### src/rtl/seq_alu.sv
// seq_alu: multi-cycle ALU sitting between the register file and writeback.
// Single-cycle ops (ADD, XOR, MOV, SEQ, SNE, MSK) complete one cycle after
// Start. Shifts and rotates (LSL, LSR, ASR, ROL, ROR) move one bit per cycle
// under a down-counter, so no barrel shifter is needed at large widths.
//
// Ports:
//   i_clk    clock, all state updates on the rising edge
//   i_reset  synchronous active-high reset
//   i_start  request a new op (accepted in IDLE or DONE)
//   i_op     opcode, sampled with i_start
//   i_a      operand A
//   i_b      operand B
//   i_amt    shift/rotate count
//   i_imm    compare immediate for SEQ/SNE
//   i_sc     carry in (ADD only)
//   o_busy   high while a shift/rotate iterates
//   o_done   one-cycle pulse when o_out and flags are valid
//   o_out    registered result, held until the next completion
//   o_sc     carry out, or last bit shifted out
//   o_zero   ~|o_out
//   o_parity ^o_out
//   o_odd    o_out[0]
//   o_err    illegal opcode flag
//
// state | meaning
// IDLE  | waiting for Start; result and flags hold
// SHIFT | iterating a shift/rotate, one bit per cycle
// DONE  | result valid, Done pulse; Start accepted here too

module seq_alu #(
  parameter int W  = 8,
  parameter int CW = $clog2(W)
) (
  input  logic          i_clk,
  input  logic          i_reset,
  input  logic          i_start,
  input  logic [3:0]    i_op,
  input  logic [W-1:0]  i_a,
  input  logic [W-1:0]  i_b,
  input  logic [CW-1:0] i_amt,
  input  logic [W-1:0]  i_imm,
  input  logic          i_sc,
  output logic          o_busy,
  output logic          o_done,
  output logic [W-1:0]  o_out,
  output logic          o_sc,
  output logic          o_zero,
  output logic          o_parity,
  output logic          o_odd,
  output logic          o_err
);

  localparam logic [3:0] OP_ADD = 4'd0;
  localparam logic [3:0] OP_LSL = 4'd1;
  localparam logic [3:0] OP_LSR = 4'd2;
  localparam logic [3:0] OP_ASR = 4'd3;
  localparam logic [3:0] OP_ROL = 4'd4;
  localparam logic [3:0] OP_ROR = 4'd5;
  localparam logic [3:0] OP_XOR = 4'd6;
  localparam logic [3:0] OP_MOV = 4'd7;
  localparam logic [3:0] OP_SEQ = 4'd8;
  localparam logic [3:0] OP_SNE = 4'd9;
  localparam logic [3:0] OP_MSK = 4'd10;

  localparam logic [W-1:0] LP_W   = W'(W);
  localparam logic [W-1:0] LP_ONE = W'(1);

  typedef enum logic [1:0] {
    S_IDLE,
    S_SHIFT,
    S_DONE
  } state_t;

  state_t         r_state;
  logic [W-1:0]   r_out;
  logic           r_sc;
  logic           r_zero;
  logic           r_parity;
  logic           r_odd;
  logic           r_err;
  logic           r_busy;
  logic           r_done;
  logic [CW-1:0]  r_count;
  logic [3:0]     r_kind;

  logic           w_accept;
  logic           w_is_shift;
  logic           w_illegal;
  logic [W:0]     w_add;
  logic [W-1:0]   w_single;
  logic           w_single_sc;
  logic [W-1:0]   w_step;
  logic           w_step_sc;
  logic           w_load;
  logic [W-1:0]   w_nxt_out;
  logic           w_nxt_sc;

  // Start is ignored only while a shift is iterating.
  assign w_accept   = i_start && (r_state != S_SHIFT);
  assign w_is_shift = (i_op >= OP_LSL) && (i_op <= OP_ROR);
  assign w_illegal  = (i_op > OP_MSK);
  assign w_add      = {1'b0, i_a} + {1'b0, i_b} + {{W{1'b0}}, i_sc};

  always_comb begin
    w_single    = '0;
    w_single_sc = 1'b0;
    case (i_op)
      OP_ADD: begin
        w_single    = w_add[W-1:0];
        w_single_sc = w_add[W];
      end
      OP_XOR: w_single = i_a ^ i_b;
      OP_MOV: w_single = i_b;
      OP_SEQ: w_single = {{(W-1){1'b0}}, (i_a == i_imm)};
      OP_SNE: w_single = {{(W-1){1'b0}}, (i_a != i_imm)};
      OP_MSK: w_single = (i_b < LP_W) ? (LP_ONE << i_b) : '0;
      default: w_single = '0;
    endcase
  end

  // One-bit step of the shift held in r_kind; the carry is the bit leaving Out.
  always_comb begin
    w_step    = r_out;
    w_step_sc = 1'b0;
    case (r_kind)
      OP_LSL: begin
        w_step    = {r_out[W-2:0], 1'b0};
        w_step_sc = r_out[W-1];
      end
      OP_LSR: begin
        w_step    = {1'b0, r_out[W-1:1]};
        w_step_sc = r_out[0];
      end
      OP_ASR: begin
        w_step    = {r_out[W-1], r_out[W-1:1]};
        w_step_sc = r_out[0];
      end
      OP_ROL: begin
        w_step    = {r_out[W-2:0], r_out[W-1]};
        w_step_sc = r_out[W-1];
      end
      OP_ROR: begin
        w_step    = {r_out[0], r_out[W-1:1]};
        w_step_sc = r_out[0];
      end
      default: begin
        w_step    = r_out;
        w_step_sc = 1'b0;
      end
    endcase
  end

  // Next Out/carry; flags are derived from w_nxt_out so they always track Out.
  always_comb begin
    w_load    = 1'b0;
    w_nxt_out = r_out;
    w_nxt_sc  = r_sc;
    if (w_accept) begin
      w_load = 1'b1;
      if (w_is_shift) begin
        w_nxt_out = i_a;
        w_nxt_sc  = 1'b0;
      end else begin
        w_nxt_out = w_single;
        w_nxt_sc  = w_single_sc;
      end
    end else if (r_state == S_SHIFT) begin
      w_load    = 1'b1;
      w_nxt_out = w_step;
      w_nxt_sc  = w_step_sc;
    end
  end

  always_ff @(posedge i_clk) begin
    if (i_reset) begin
      r_state  <= S_IDLE;
      r_out    <= '0;
      r_sc     <= 1'b0;
      r_zero   <= 1'b1;
      r_parity <= 1'b0;
      r_odd    <= 1'b0;
      r_err    <= 1'b0;
      r_busy   <= 1'b0;
      r_done   <= 1'b0;
      r_count  <= '0;
      r_kind   <= OP_ADD;
    end else begin
      if (w_load) begin
        r_out    <= w_nxt_out;
        r_sc     <= w_nxt_sc;
        r_zero   <= ~|w_nxt_out;
        r_parity <= ^w_nxt_out;
        r_odd    <= w_nxt_out[0];
      end

      if (w_accept) begin
        r_err <= w_illegal;
        if (w_is_shift && (i_amt != '0)) begin
          r_state <= S_SHIFT;
          r_busy  <= 1'b1;
          r_done  <= 1'b0;
          r_count <= i_amt;
          r_kind  <= i_op;
        end else begin
          r_state <= S_DONE;
          r_busy  <= 1'b0;
          r_done  <= 1'b1;
          r_count <= '0;
        end
      end else begin
        case (r_state)
          S_SHIFT: begin
            r_count <= r_count - 1'b1;
            // The step taken on this edge is the last one when count is 1.
            if (r_count == CW'(1)) begin
              r_state <= S_DONE;
              r_busy  <= 1'b0;
              r_done  <= 1'b1;
            end
          end
          S_DONE: begin
            r_state <= S_IDLE;
            r_done  <= 1'b0;
          end
          default: begin
            r_state <= S_IDLE;
            r_busy  <= 1'b0;
            r_done  <= 1'b0;
          end
        endcase
      end
    end
  end

  assign o_busy   = r_busy;
  assign o_done   = r_done;
  assign o_out    = r_out;
  assign o_sc     = r_sc;
  assign o_zero   = r_zero;
  assign o_parity = r_parity;
  assign o_odd    = r_odd;
  assign o_err    = r_err;

endmodule

### config.mk
export PLATFORM = sky130hd
export DESIGN_NAME = seq_alu
export DESIGN_NICKNAME = d
export VERILOG_FILES = /design/src/rtl/seq_alu.sv
export SDC_FILE = /design/constraint.sdc
export NUM_CORES = 1
export LEC_CHECK = 0
export CAP_MARGIN = 20
export CORE_MARGIN = 4
export CORE_UTILIZATION = 52
export DETAILED_ROUTE_END_ITERATION = 8
export PLACE_DENSITY = 0.81
export SLEW_MARGIN = 20
export SYNTH_ARGS = -nofsm -noshare
export SYNTH_HDL_FRONTEND = slang
export SYNTH_SLANG_ARGS = --single-unit
### constraint.sdc
create_clock -name i_clk -period 4.71 [get_ports i_clk]
set_clock_uncertainty 0.1 [all_clocks]
set_input_delay 0.7065 -clock i_clk [delete_from_list [all_inputs] [get_ports i_clk]]
set_output_delay 0.7065 -clock i_clk [all_outputs]
set_load 0.005 [all_outputs]
* Word level (Yosys, flattened, before mapping) *
Cells that the tools add are included.

word-level totals
  flip-flop bits (word level) = 24
  input port bits = 35
  output and inout port bits = 15
  logic and storage cells = 80

cells by class
  add/subtract/negate cells = 3
  $lt $le $gt $ge = 4
  equality and inequality tests = 18
  shift operators = 1
  multiplexer cells = 28
  bitwise operators = 1
  reductions and logical operators = 14

operators by type and width
  operator             count
  $pmux 8 s6           1
  $pmux 8 s5           1
  $mux 8               4
  $eq 4x3->1 const B   4
  $mux 1               13
  $eq 4x4->1 const B   3
  $add 8x8->9          1
  $add 9x1->9          1
  $mux 3               3
  $eq 4x2->1 const B   2
  $eq 8x8->1           1
  $lt 8x4->1 const B   1
  $mux 2               4
  $ne 8x8->1           1
  $reduce_or 8->1      1
  $reduce_xor 8->1     1
  $shl 1x8->8 const A  1
  $xor 8x8->8          1
  $reduce_and 2->1     3
  $eq 4x1->1 const B   1
  $ge 4x1->1 const B   1
  $gt 4x4->1 const B   1
  $le 4x3->1 const B   1
  $logic_not 4->1      1
  14 further kinds     17

* Logic depth before layout (Yosys ltp) *
  word-level depth = 7
  gate-level depth with buffers = 13
  gate-level depth less buffers = 13

* Worst setup path before layout *
OpenSTA, ideal clock, no wires.

  kind = input-to-reg
  start point = input i_a[0]
  end point = register r_parity, in the netlist o_parity
  setup time = 78 ps
  data arrival time = 3320 ps
  path slack = 1213 ps
  stages on the path = 13
  cells stage by stage = fa_1 > inv_1 > fa_1 > nor2b_1 > o31a_1 > or4b_2 > a21oi_1 > o21ai_0 > ha_1 > xor2_1 > xnor2_1 > nor2_1 > nor3_1

between the ends
  cells in the longest elaborated chain, start to end = 6
  elaborated cells on any way between the ends = 9
  those cells by class = 2 x add/sub; 2 x eq/ne; 3 x mux; 1 x bitwise; 1 x reduce/logical

RTL lines
  element                 line  text
  start: declaration      38    input logic [W-1:0] i_a,
  $add 8x8->9             102   assign w_add = {1'b0, i_a} + {1'b0, i_b} + {{W{1'b0}}, i_sc};
  $add 9x1->9             102
  $pmux 8 s6              107   case (i_op)
  $mux 8 *                160   if (w_is_shift) begin
  $mux 8 *                158   if (w_accept) begin
  $reduce_xor 8->1 *      192   r_parity <= ^w_nxt_out;
  end signal: assignment  192
  end: declaration        78    logic r_parity;

Every way passes the cells marked *; elsewhere a longest branch is shown, timed or not.
A chain may end at the register's enable or synchronous reset.

* Worst setup path after layout *
Ends and elaborated chain as after synthesis.

==> flow_summary.toml <==
[status]
outcome = "completed"

[synth]
yosys.cell_types.count = 76
netlist_area_before_placement_sq_mm = 0.00235
synth_sequential_area_ratio_pct = 18.7
post_synth_inst_count = 298
postSynth.topFlopCell = "dfxtp_1"
yosysWarnings = 0
synth_edf_count = 0
synth_area_per_cell_sq_um = 7.89
syn_nets = 349
async_set_reset_flop_share_out_of_synthesis_pct = 0
ys_ff_latch = 22

[sta]
finalCriticalPeriod_ns = 4.00
max_slew.worst_pin.slew_ns = 0.737
final-hold-violation-count = 0
rsz_0062_raised_after_global_routing = "no"
timing.final.max_slew_violations = 0
period_share_pct = 84.9
max_slew_margin_pct = 50.7
fmax_mhz = 250
finalWorstSetupSlack_ns = 0.712
timing.final.setup_violations = 0
tns_ns = 0

[pwr]
cellLeakagePower_uw = 0.00111
peakVddDrop_uv = 120
powerDensity_mw_per_mm2 = 226

[clocking]
clock_sink_count = 22
hold_buffers = 0
clock_latency_on_the_worst_skew_pair_ns = 0.28
clkTransAtPathRegs_ns = 0.09
cts_repair_resize_count = 0
cts_made_buffers = 3
post-cts-setup-buffer-count = 0
longest_clk_path_bufs = 2
cts_tree = "built"
ctsRootBufferMaster = "clkbuf_8"
cts_max_level = 1

[cells_and_area]
layout_commonest_cell = "clkdlybuf4s50_1"
final_net_count = 388
final_cell_area_sq_mm = 0.00290
seqCellArea_sq_um = 440
layout_filler_cell_count = 385
mostFrequentLayoutCells = "clkdlybuf4s50_1, nor2_1, dfxtp_1"
final_core_utilization_pct = 66.6
finish.cell_count_without_fillers = 388
multi_input_comb_area_sq_mm = 0.00176
drive_above_1_share_pct = 7.44
synthToLayoutAreaGrowth_pct = 23.4
antennaDiodeCount = 0

[place]
port_buffers = 49
placed_cell_area_sq_mm = 0.00283
cell_total_after_placement = 384
detailedPlace.worstSlack_ns = 0.447
place_hpwl_mm = 5.23
gp_congestion = 0.925

[setup_path]
cp-start-kind = "input pin"
critical-path-slowest-cell = "or4b_2"
r2r.worst_path.cells = 9
crit_required_ns = 4.75
end_kind = "register"
start_to_end_type_of_the_worst_setup_path = "in2reg"
timing.critical_path.arrival_ns = 4.04
crit_path_max_incr_delay_ns = 0.61
worstPathCellList = "clkdlybuf4s50_1 -> fa_1 -> inv_1 -> fa_1 -> nor2b_1 -> o31a_1 -> or4b_2 -> a21oi_1 -> o21ai_0 -> ha_1 -> xor2_1 -> xnor2_1 -> nor2_1 -> nor3_1"
critical-path-top-cell-by-count = "fa_1"
worstPathMaxFanout = 5

[die]
dieArea_sq_mm = 0.00566
initial_utilization_pct = 54.0
die_height_um = 75.2
fp-row-count = 24
boundaryPins = 50
core_region_area_sq_mm = 0.00435
fp.dieW_um = 75.2

[global_routing]
global_route_usage_sum_pct = 25.4
grt_use_met1_pct = 36.4
grt_start_max_net_pins = 20
overflow_left_after_global_routing = 0
grtUsageMet2_pct = 40.2
global_route_wire_length_before_repair_mm = 11.2
globalRoute.busiestLayer = "met2"
grt_pass1_vias = 2253
antenna_found_initial = 0
grt_use_met3_pct = 4.27

[routing]
remaining_drc_errors = 0
routedWlPerCell_um = 17.7
detailedRoute.firstIterationViolations = 228
route.detailed.vias_per_inst = 6.37
postRouteAntennaNets = 0
vias = 2472
postRouteWirelength_mm = 6.87
drt_pre_antenna_iters = 4

[run]
maxCapViolCount = 0

[hold_path]
worst_hold_path_type = "reg2reg"
whs_path_cells = 2
==> critical path: cells and delay by family <==
family | cells | cell delay (ns)
adder cells (fa/ha/maj) | 3 | 1.04
buffers and inverters | 2 | 0.61
XOR/XNOR | 2 | 0.27
AND/OR/NAND/NOR | 4 | 0.82
AO/OA/AOI/OAI | 3 | 0.58
==> final cells by class <==
cell class,instances,share of cell area (%)
Multi-Input combinational cell,247,60.6
Timing Repair Buffer,55,18.5
Sequential cell,22,15.2
Tap cell,52,2.24
Clock buffer,3,1.42
Clock inverter,1,1.03
Inverter,8,1.03
==> worst paths after layout <==
| path | start | end | slack [ns] |
|---|---|---|---|
| worst min register to register | o_busy | o_busy | 0.40 |
| worst max-delay path | i_a[0] | o_parity | 0.71 |
| worst max register to register | r_kind[3] | o_parity | 1.77 |
| worst min-delay path | o_busy | o_busy | 0.40 |
==> through the flow <==
stage | total power [uW] | hold slack (ns)
3_5_place_dp | 470 | 0.386
6_report | 655 | 0.397
2_1_floorplan | 375 | 0.366
4_1_cts | 649 | 0.400
5_1_grt | 690 | 0.411
3_3_place_gp | 466 | 0.373
==> power breakdown <==
part / internal (uW) / leakage [uW] / switching, uW
clock: 114 / 0.0000357 / 71.4
sequential: 200 / 0.000181 / 17.8
combinational: 129 / 0.000893 / 123
total: 443 / 0.00111 / 212
==> cell usage after synthesis (all sizes together) (3+ instances only) <==
cell	number	area, sq um
nand2	14	52.6
a211o	5	52.6
and2	3	20.0
a21o	4	32.5
nand2b	4	25.0
buf	10	66.3
a22oi	5	37.5
xor2	12	105
a31oi	3	18.8
or3	3	18.8
o21ai	17	85.1
clkbuf	11	55.1
nor2	35	134
a21oi	17	85.1
nor3b	4	30.0
nand3b	6	45.0
inv	8	30.0
and3	3	20.0
nor3	10	50.1
ha	14	175
nand3	5	25.0
a211oi	6	50.1
o32ai	4	42.6
mux2i	13	130
dfxtp	22	440
nor2b	8	50.1
==> kinds of logic (layout without fill, tap and decap cells) <==
family,Yosys count,in the layout,synth area share [%]
AOI/OAI and AO/OA,92,92,28.8
xor gates and xnor gates,14,14,5.22
adders and majority gates,16,16,9.15
buffers and inverters,29,67,6.44
DFF,22,22,18.7
muxes,15,15,6.49
and+or+nand+nor,110,110,25.1
==> per-layer routing <==
layer	wire length, um	part of all wire (%)	vias up
met5	0	0	-
met4	108	1.6	0
met3	474	6.9	12
met2	3150	46	91
met1	3140	46	1177
li1	-	-	1192
==> flip-flops by register name, indices dropped and copies added, names as in the netlist <==
signal    flops
o_sc          1
r_kind        4
o_err         1
r_state       2
o_out         8
r_count       3
o_parity      1
o_zero        1
o_busy        1
Note: power is estimated with default switching activity, not from simulation.
